$ cat config.mk
export PLATFORM = sky130hd
export DESIGN_NAME = alu_mul_sequencer_flat
export DESIGN_NICKNAME = d
export VERILOG_FILES = /design/src/rtl/alu_ctrl_pkg.sv /design/src/rtl/alu_mul_sequencer_if.sv /design/src/rtl/alu_mul_sequencer.sv /design/src/flat_wrapper.sv
export SDC_FILE = /design/constraint.sdc
export NUM_CORES = 1
export LEC_CHECK = 0
export BUFFER_PORTS_ARGS = -buffer_cell sky130_fd_sc_hd__buf_4
export CAP_MARGIN = 20
export CORE_MARGIN = 3
export CORE_UTILIZATION = 46
export DETAILED_ROUTE_END_ITERATION = 16
export PLACE_DENSITY = 0.72
export SETUP_SLACK_MARGIN = 0.4
export SLEW_MARGIN = 15
export SYNTH_ARGS = -nofsm -noshare
export SYNTH_HDL_FRONTEND = slang
export SYNTH_SLANG_ARGS = --single-unit
$ cat constraint.sdc
create_clock -name clk -period 1.9 [get_ports clk]
set_input_delay 0.38 -clock clk [delete_from_list [all_inputs] [get_ports clk]]
set_output_delay 0.38 -clock clk [all_outputs]
set_load 0.05 [all_outputs]
$ cat src/rtl/alu_ctrl_pkg.sv
// Shared definitions for controllers that borrow the LEGv8 ALU:
// function-select codes, status bit positions and the multiply sequencer states.
package alu_ctrl_pkg;

    localparam int DATA_W = 64;

    // FS[4:2] picks the operation, FS[1:0] are the operand invert bits.
    localparam logic [4:0] FS_AND = 5'b00000;
    localparam logic [4:0] FS_OR  = 5'b00100;
    localparam logic [4:0] FS_ADD = 5'b01000;
    localparam logic [4:0] FS_XOR = 5'b01100;
    localparam logic [4:0] FS_LSL = 5'b10000;
    localparam logic [4:0] FS_LSR = 5'b10100;

    // Bit positions inside the {V,C,N,Z} status word.
    localparam int STAT_Z = 0;
    localparam int STAT_N = 1;
    localparam int STAT_C = 2;
    localparam int STAT_V = 3;

    typedef enum logic [2:0] {
        ST_IDLE = 3'd0,
        ST_TEST = 3'd1,
        ST_ADD  = 3'd2,
        ST_SHL  = 3'd3,
        ST_SHR  = 3'd4,
        ST_DONE = 3'd5
    } seq_state_t;

endpackage

$ cat src/rtl/alu_mul_sequencer_if.sv
// Bundle between the multiply sequencer, the control unit and the shared ALU.
// The slave side is the sequencer; the master side is whoever drives start and
// returns the ALU result (control unit plus ALU at the parent level).
interface alu_mul_sequencer_if;
    import alu_ctrl_pkg::*;

    logic                start;
    logic [DATA_W-1:0]   multiplicand;
    logic [DATA_W-1:0]   multiplier;
    logic                ready;
    logic                done;
    logic [DATA_W-1:0]   product;
    logic [DATA_W-1:0]   alu_a;
    logic [DATA_W-1:0]   alu_b;
    logic [4:0]          alu_fs;
    logic                alu_c0;
    logic [DATA_W-1:0]   alu_f;
    logic [3:0]          alu_status;

    modport master (
        output start, multiplicand, multiplier, alu_f, alu_status,
        input  ready, done, product, alu_a, alu_b, alu_fs, alu_c0
    );

    modport slave (
        input  start, multiplicand, multiplier, alu_f, alu_status,
        output ready, done, product, alu_a, alu_b, alu_fs, alu_c0
    );

endinterface

$ cat src/rtl/alu_mul_sequencer.sv
// Shift-and-add 64x64 -> low-64 multiplier that reuses the datapath ALU.
// Each multiplier bit costs TEST (+ADD when the bit is set) + SHL + SHR; the
// loop stops as soon as the remaining multiplier reads back as zero.
module alu_mul_sequencer
    import alu_ctrl_pkg::*;
(
    input  logic                 clk,
    input  logic                 rst_n,
    alu_mul_sequencer_if.slave   bus
);

    seq_state_t          state;
    logic [DATA_W-1:0]   acc;
    logic [DATA_W-1:0]   mcand;
    logic [DATA_W-1:0]   mplier;
    logic [DATA_W-1:0]   product_r;
    logic                ready_r;
    logic                done_r;
    logic                alu_zero;

    assign alu_zero    = bus.alu_status[STAT_Z];
    assign bus.ready   = ready_r;
    assign bus.done    = done_r;
    assign bus.product = product_r;
    assign bus.alu_c0  = 1'b0;

    // Sequencer FSM: state, working registers and registered handshake outputs.
    always_ff @(posedge clk) begin
        if (!rst_n) begin
            state     <= ST_IDLE;
            ready_r   <= 1'b1;
            done_r    <= 1'b0;
            product_r <= '0;
            acc       <= '0;
            mcand     <= '0;
            mplier    <= '0;
        end else begin
            case (state)
                ST_IDLE: begin
                    if (bus.start) begin
                        acc     <= '0;
                        mcand   <= bus.multiplicand;
                        mplier  <= bus.multiplier;
                        ready_r <= 1'b0;
                        state   <= ST_TEST;
                    end
                end
                ST_TEST: begin
                    // ALU passes mplier through OR 0, so Z means no bits remain.
                    if (alu_zero) begin
                        product_r <= acc;
                        done_r    <= 1'b1;
                        state     <= ST_DONE;
                    end else if (mplier[0]) begin
                        state <= ST_ADD;
                    end else begin
                        state <= ST_SHL;
                    end
                end
                ST_ADD: begin
                    acc   <= bus.alu_f;
                    state <= ST_SHL;
                end
                ST_SHL: begin
                    mcand <= bus.alu_f;
                    state <= ST_SHR;
                end
                ST_SHR: begin
                    mplier <= bus.alu_f;
                    state  <= ST_TEST;
                end
                ST_DONE: begin
                    done_r  <= 1'b0;
                    ready_r <= 1'b1;
                    state   <= ST_IDLE;
                end
                default: begin
                    done_r  <= 1'b0;
                    ready_r <= 1'b1;
                    state   <= ST_IDLE;
                end
            endcase
        end
    end

    // ALU operand/function decode, purely from the current state and registers.
    always_comb begin
        bus.alu_a  = '0;
        bus.alu_b  = '0;
        bus.alu_fs = FS_AND;
        case (state)
            ST_TEST: begin
                bus.alu_a  = mplier;
                bus.alu_fs = FS_OR;
            end
            ST_ADD: begin
                bus.alu_a  = acc;
                bus.alu_b  = mcand;
                bus.alu_fs = FS_ADD;
            end
            ST_SHL: begin
                bus.alu_a  = mcand;
                bus.alu_b  = DATA_W'(1);
                bus.alu_fs = FS_LSL;
            end
            ST_SHR: begin
                bus.alu_a  = mplier;
                bus.alu_b  = DATA_W'(1);
                bus.alu_fs = FS_LSR;
            end
            default: begin
                bus.alu_a  = '0;
                bus.alu_b  = '0;
                bus.alu_fs = FS_AND;
            end
        endcase
    end

endmodule
$ cat src/flat_wrapper.sv
// flat-port wrapper written by rule: the top's interface ports become plain ports
module alu_mul_sequencer_flat import alu_ctrl_pkg::*;
  (clk, rst_n, bus_start, bus_multiplicand, bus_multiplier, bus_alu_f, bus_alu_status, bus_ready, bus_done, bus_product, bus_alu_a, bus_alu_b, bus_alu_fs, bus_alu_c0);
  alu_mul_sequencer_if bus_i ();
  input  logic clk;
  input  logic rst_n;
  input wire logic [$bits(bus_i.start)-1:0] bus_start;
  input wire logic [$bits(bus_i.multiplicand)-1:0] bus_multiplicand;
  input wire logic [$bits(bus_i.multiplier)-1:0] bus_multiplier;
  input wire logic [$bits(bus_i.alu_f)-1:0] bus_alu_f;
  input wire logic [$bits(bus_i.alu_status)-1:0] bus_alu_status;
  output wire logic [$bits(bus_i.ready)-1:0] bus_ready;
  output wire logic [$bits(bus_i.done)-1:0] bus_done;
  output wire logic [$bits(bus_i.product)-1:0] bus_product;
  output wire logic [$bits(bus_i.alu_a)-1:0] bus_alu_a;
  output wire logic [$bits(bus_i.alu_b)-1:0] bus_alu_b;
  output wire logic [$bits(bus_i.alu_fs)-1:0] bus_alu_fs;
  output wire logic [$bits(bus_i.alu_c0)-1:0] bus_alu_c0;
  assign bus_i.start = bus_start;
  assign bus_i.multiplicand = bus_multiplicand;
  assign bus_i.multiplier = bus_multiplier;
  assign bus_i.alu_f = bus_alu_f;
  assign bus_i.alu_status = bus_alu_status;
  assign bus_ready = bus_i.ready;
  assign bus_done = bus_i.done;
  assign bus_product = bus_i.product;
  assign bus_alu_a = bus_i.alu_a;
  assign bus_alu_b = bus_i.alu_b;
  assign bus_alu_fs = bus_i.alu_fs;
  assign bus_alu_c0 = bus_i.alu_c0;
  alu_mul_sequencer u_core (.clk(clk), .rst_n(rst_n), .bus(bus_i));
endmodule
Word level (Yosys, flattened, before mapping)
Cells that the tools add are included.
{"block": "word_totals", "out_inout_bits": 200, "register_bits": 261, "memories": 0, "inputBits": 199, "elab_cells": 46, "ramBits": 0, "rom_bits": 0, "latch_bits": 0}
{"block": "op_classes", "n_bitwise": 2, "n_div": 0, "n_eq_ne": 6, "mux": 17, "order_cmp": 0, "addsub": 0, "multipliers": 0, "reduce_logical": 14, "shift": 0}
{"op": "$pmux W64 S2", "n": 4}
{"op": "$mux W64", "n": 3}
{"op": "$pmux W64 S3", "n": 1}
{"op": "$pmux W5 S4", "n": 1}
{"op": "$pmux W3 S5", "n": 1}
{"op": "$reduce_and A2 Y1", "n": 6}
{"op": "$reduce_or A4 Y1", "n": 2}
{"op": "$eq A3 B2 Y1 const B", "n": 2}
{"op": "$mux W3", "n": 2}
{"op": "$reduce_bool A2 Y1", "n": 3}
{"op": "$ne A2 B2 Y1 const B", "n": 2}
{"op": "$pmux W1 S2", "n": 2}
{"op": "$reduce_or A2 Y1", "n": 2}
{"op": "$eq A3 B1 Y1 const B", "n": 1}
{"op": "$eq A3 B3 Y1 const B", "n": 1}
{"op": "$logic_not A3 Y1", "n": 1}
{"op": "$mux W1", "n": 3}
{"op": "$not A1 Y1", "n": 2}

Depth between registers and ports, before layout
{"block": "depth", "word_depth": 4, "depth_mapped": 7, "mapped_depth_nobuf": 3}

Worst setup path after synthesis
OpenSTA, ideal clock, no wires.
{"block": "synth_path", "kind": "flip-flop to output port", "from": "reg u_core.state[0]", "to": "out bus_alu_a[0]", "t_arrival_ns": 2.182, "setup_slack_ns": -0.662, "required_time_ns": 1.520, "stages_incl_launch_ff": 6, "cell_sequence": "dfxtp_1 > buf_4 > buf_4 > clkbuf_1 > a22oi_1 > o21ai_0"}
{"block": "synth_via", "elab_chain_len": 3}
{"element": "start: declaration", "line_no": "alu_mul_sequencer.sv:12", "rtl": "seq_state_t state;"}
{"element": "start signal: assignment", "line_no": "alu_mul_sequencer.sv:30", "rtl": "state <= ST_IDLE;"}
{"element": "start signal: assignment", "line_no": "alu_mul_sequencer.sv:45", "rtl": "state <= ST_TEST;"}
{"element": "start signal: assignment", "line_no": "alu_mul_sequencer.sv:53", "rtl": "state <= ST_DONE;"}
{"element": "$eq A3 B1 Y1 or $eq A3 B3 Y1 (tied branches)", "line_no": "alu_mul_sequencer.sv:91", "rtl": "case (state)"}
{"element": "$reduce_or A2 Y1 (no line)"}
{"element": "$pmux W64 S3 *", "line_no": "alu_mul_sequencer.sv:91"}
{"element": "end: declaration", "line_no": "flat_wrapper.sv:15", "rtl": "output wire logic [$bits(bus_i.alu_a)-1:0] bus_alu_a;"}
Mark *: on every way between the ends. The rest lies on a longest branch, timed or not.

Worst setup path after layout
{"block": "layout_path", "from": "reg u_core.state[0]", "to": "out bus_alu_a[38]"}
Same word-level chain as after synthesis.

==> results by group <==
Status
  – Outcome: finished, violations left
  – Violated checks: setup timing

Yosys
  – Synth Area in XOR/XNOR: 0
  – Post-synth cell types: 38
  – Adder-Cell Fraction of Synth Area: 0
  – Simple-gate share of the synthesized area: 0.164
  – Synth Warn #: 0
  – Yosys reg bits: 261
  – Main combinational cell family by area after synthesis: compound AO/OA/AOI/OAI gates
  – Post-synthesis mux area share: 0.0489
  – Post-synthesis average cell area: 8.20 um2
  – Sequential share of the synthesized area: 0.378
  – Compound-Gate Fraction of Synth Area: 0.326
  – Mapped Cells: 1685
  – Synthesized cell area: 13800 um2

Timing
  – Final setup vio count: 256
  – Slew Limit Fails: 0
  – Max Freq: 0.388 GHz
  – WHS: 0.0792 ns
  – Tcrit/Tclk final: 1.36
  – Final min period: 2.58 ns
  – RSZ-0062 raised after global routing: true
  – Slew of the pin with the lowest slew margin: 0.460 ns
  – Setup ws final: -0.679 ns
  – Setup Skew: 0.0229 ns
  – Rel. slew slack: 0.684
  – Final count of hold timing violations: 0

Hold path
  – Hold crit path type: input port to flop

Cells and area
  – P&R area growth vs syn: 71.4%
  – Layout cells sized above 1: 0.475
  – Final std cells w/o fill: 2534
  – Fin nets: 2333
  – Fin util: 0.812
  – Fill cells: 1740
  – Commonest non-fill, non-tap cell in the layout: buf_4
  – Most frequent cells in the layout: 310 x buf_4, 258 x dfxtp_1, 205 x nand2_1

Route
  – Post-DRT Antenna Nets: 0
  – DR WL/cell: 26.6 um
  – WL final: 67.3 mm
  – Routed vias/inst: 6.37
  – Drt first pass iters: 5
  – DRT iter0 DRCs: 1978
  – DRC: 0
  – Via count: 16100

Pwr
  – LEAKAGE: 9.20 nW
  – Pwr Density: 803 nW/um2
  – Design Power: 19.0 mW
  – VDD IR-drop max: 0.000785 V

Global route
  – Largest net degree at the start of global routing: 112
  – Global Route Usage Sum: 0.373
  – Initial antenna violation count: 1
  – First-pass GRT wire length: 92.5 mm
  – GRT Residual Overflow: 0
  – Vias in the first global route: 15600

Clock tree
  – Clk buf depth: 3
  – Num CTS Buffers: 29
  – CTS tree: done
  – # hold bufs at CTS: 0
  – Clk pin slew, worst setup/hold paths: 0.06 ns
  – Worst-skew pair later-pin latency: 0.56 ns
  – Clock root buffer: clkbuf_16
  – H-Tree Depth: 1
  – Clock sinks: 261

Run
  – Max-Cap Viols: 0

Worst setup path
  – Crit path kind: flop to output pin
  – Startpoint types: flop
  – Crit path DAT: 2.20 ns
  – Worst-path fanout max: 7
  – CP Capture Type: output pin
  – WP data required: 1.52 ns

Floorplanning
  – IO Count: 399
  – Core area: 29200 um2
  – Cell Rows: 62
  – Starting Density: 0.474
  – Chip Width: 179 um
  – Die area: 32100 um2
  – Die height: 179 um

Place
  – Input/output buffers: 392
  – Post-DP HPWL: 34.8 mm
  – Dpl cells: 2359
  – Gp weighted congestion: 0.868
## path summary, 6_finish.rpt
check | to | slack [ns] | start | cells after the start
setup / recovery | bus_alu_a[38] | -0.68 | u_core.state[0]$_SDFFE_PN0P_ | 6
setup reg to reg | u_core.bus.product[26]$_SDFFE_PN0P_ | -0.33 | u_core.state[1]$_SDFFE_PN0P_ | 11
hold / removal | u_core.acc[51]$_SDFFE_PN0P_ | 0.08 | bus_alu_f[51] | 3
hold reg to reg | u_core.bus.product[13]$_SDFFE_PN0P_ | 0.45 | u_core.bus.product[13]$_SDFFE_PN0P_ | 2
## registers in the layout, indices dropped and copies added, names as in the netlist
signal and flops:
u_core.acc 64, u_core.bus.done 1, u_core.bus.product 64, u_core.bus.ready 1
u_core.mcand 64, u_core.mplier 64, u_core.state 3
## what timing repair did
| action | in CTS | in global routing |
|---|---|---|
| pin swaps | 52 | 47 |
| gates resized for setup | 459 | 103 |
| setup endpoints to repair | 409 | 428 |
| setup buffers | 50 | 28 |
| cloned | 34 | 16 |
## area by class of cell
| type | count | area, um2 | area share |
|---|---|---|---|
| antenna | 1 | 2.50 | 0.000106 |
| sequential | 261 | 5240 | 0.221 |
| tap | 384 | 480 | 0.0203 |
| multi-input combinational | 1180 | 9530 | 0.402 |
| clock buffer | 43 | 828 | 0.0350 |
| clock inverter | 3 | 18.8 | 0.000793 |
| inverter | 66 | 248 | 0.0105 |
| timing repair buffer | 596 | 7330 | 0.310 |
## synthesized netlist by cell type (all sizes together)
library cell    n  area (um2)
o31a            1        8.76
mux2i          36         360
dfxtp         261        5230
inv            66         248
o221a          64         721
nand2         221         830
nor2b          65         407
o21ai         159         796
and2           63         394
nor3b           6        45.0
and4bb          1        12.5
nor3            1        5.00
a211oi         64         480
conb            1        3.75
or4b            1        13.8
a21boi        129         968
o2bb2ai        36         315
clkbuf         88         330
a22oi          28         210
nand2b          3        18.8
buf            93         567
nand4bb         1        11.3
or2             3        18.8
a21oi          68         355
o21a            1        7.51
nor2          133         507
mux2           28         315
a32o           64         641
## cells by family after synthesis
| kind of cell | after synthesis |
|---|---|
| compound gates | 614 |
| buf+inv | 247 |
| flops | 261 |
| mux | 64 |
| other cells | 1 |
| simple gates | 498 |
## routing by layer
layer | share of wire | track usage | vias to the layer above | routed length, um
met5 | 0 | 0 | - | 0
met4 | 0.068 | 0.192 | 0 | 4550
met3 | 0.12 | 0.0758 | 327 | 7890
met2 | 0.45 | 0.601 | 1192 | 30600
met1 | 0.36 | 0.471 | 7737 | 24300
li1 | - | - | 6886 | -
## power by group
part           switching [mW]  internal (mW)  total (mW)
sequential              0.486           5.92        6.41
combinational            3.83           3.45        7.28
clock                    2.36           2.97        5.33
total                    6.68           12.3        19.0
## critical path, stage by stage, from the launching register on
cell and delay [ns]:
dfxtp_4 0.42, buf_4 0.14, buf_12 0.15, buf_12 0.14, mux2i_1 0.44, o2bb2ai_4 0.15
buf_8 0.17
## per-stage QoR
step / instance area, um2 / TNS [ns] / setup slack, ns
after floorplan: 15300 / -0.232 / -0.0187
after global placement: 18700 / 0 / 0.00428
after detailed placement: 18700 / -0.00254 / -0.00254
after CTS: 22700 / -67.62 / -0.538
after global routing: 23700 / -91.38 / -0.712
final: 23700 / -83.48 / -0.679
No activity file was read; power rests on OpenSTA's default activity.
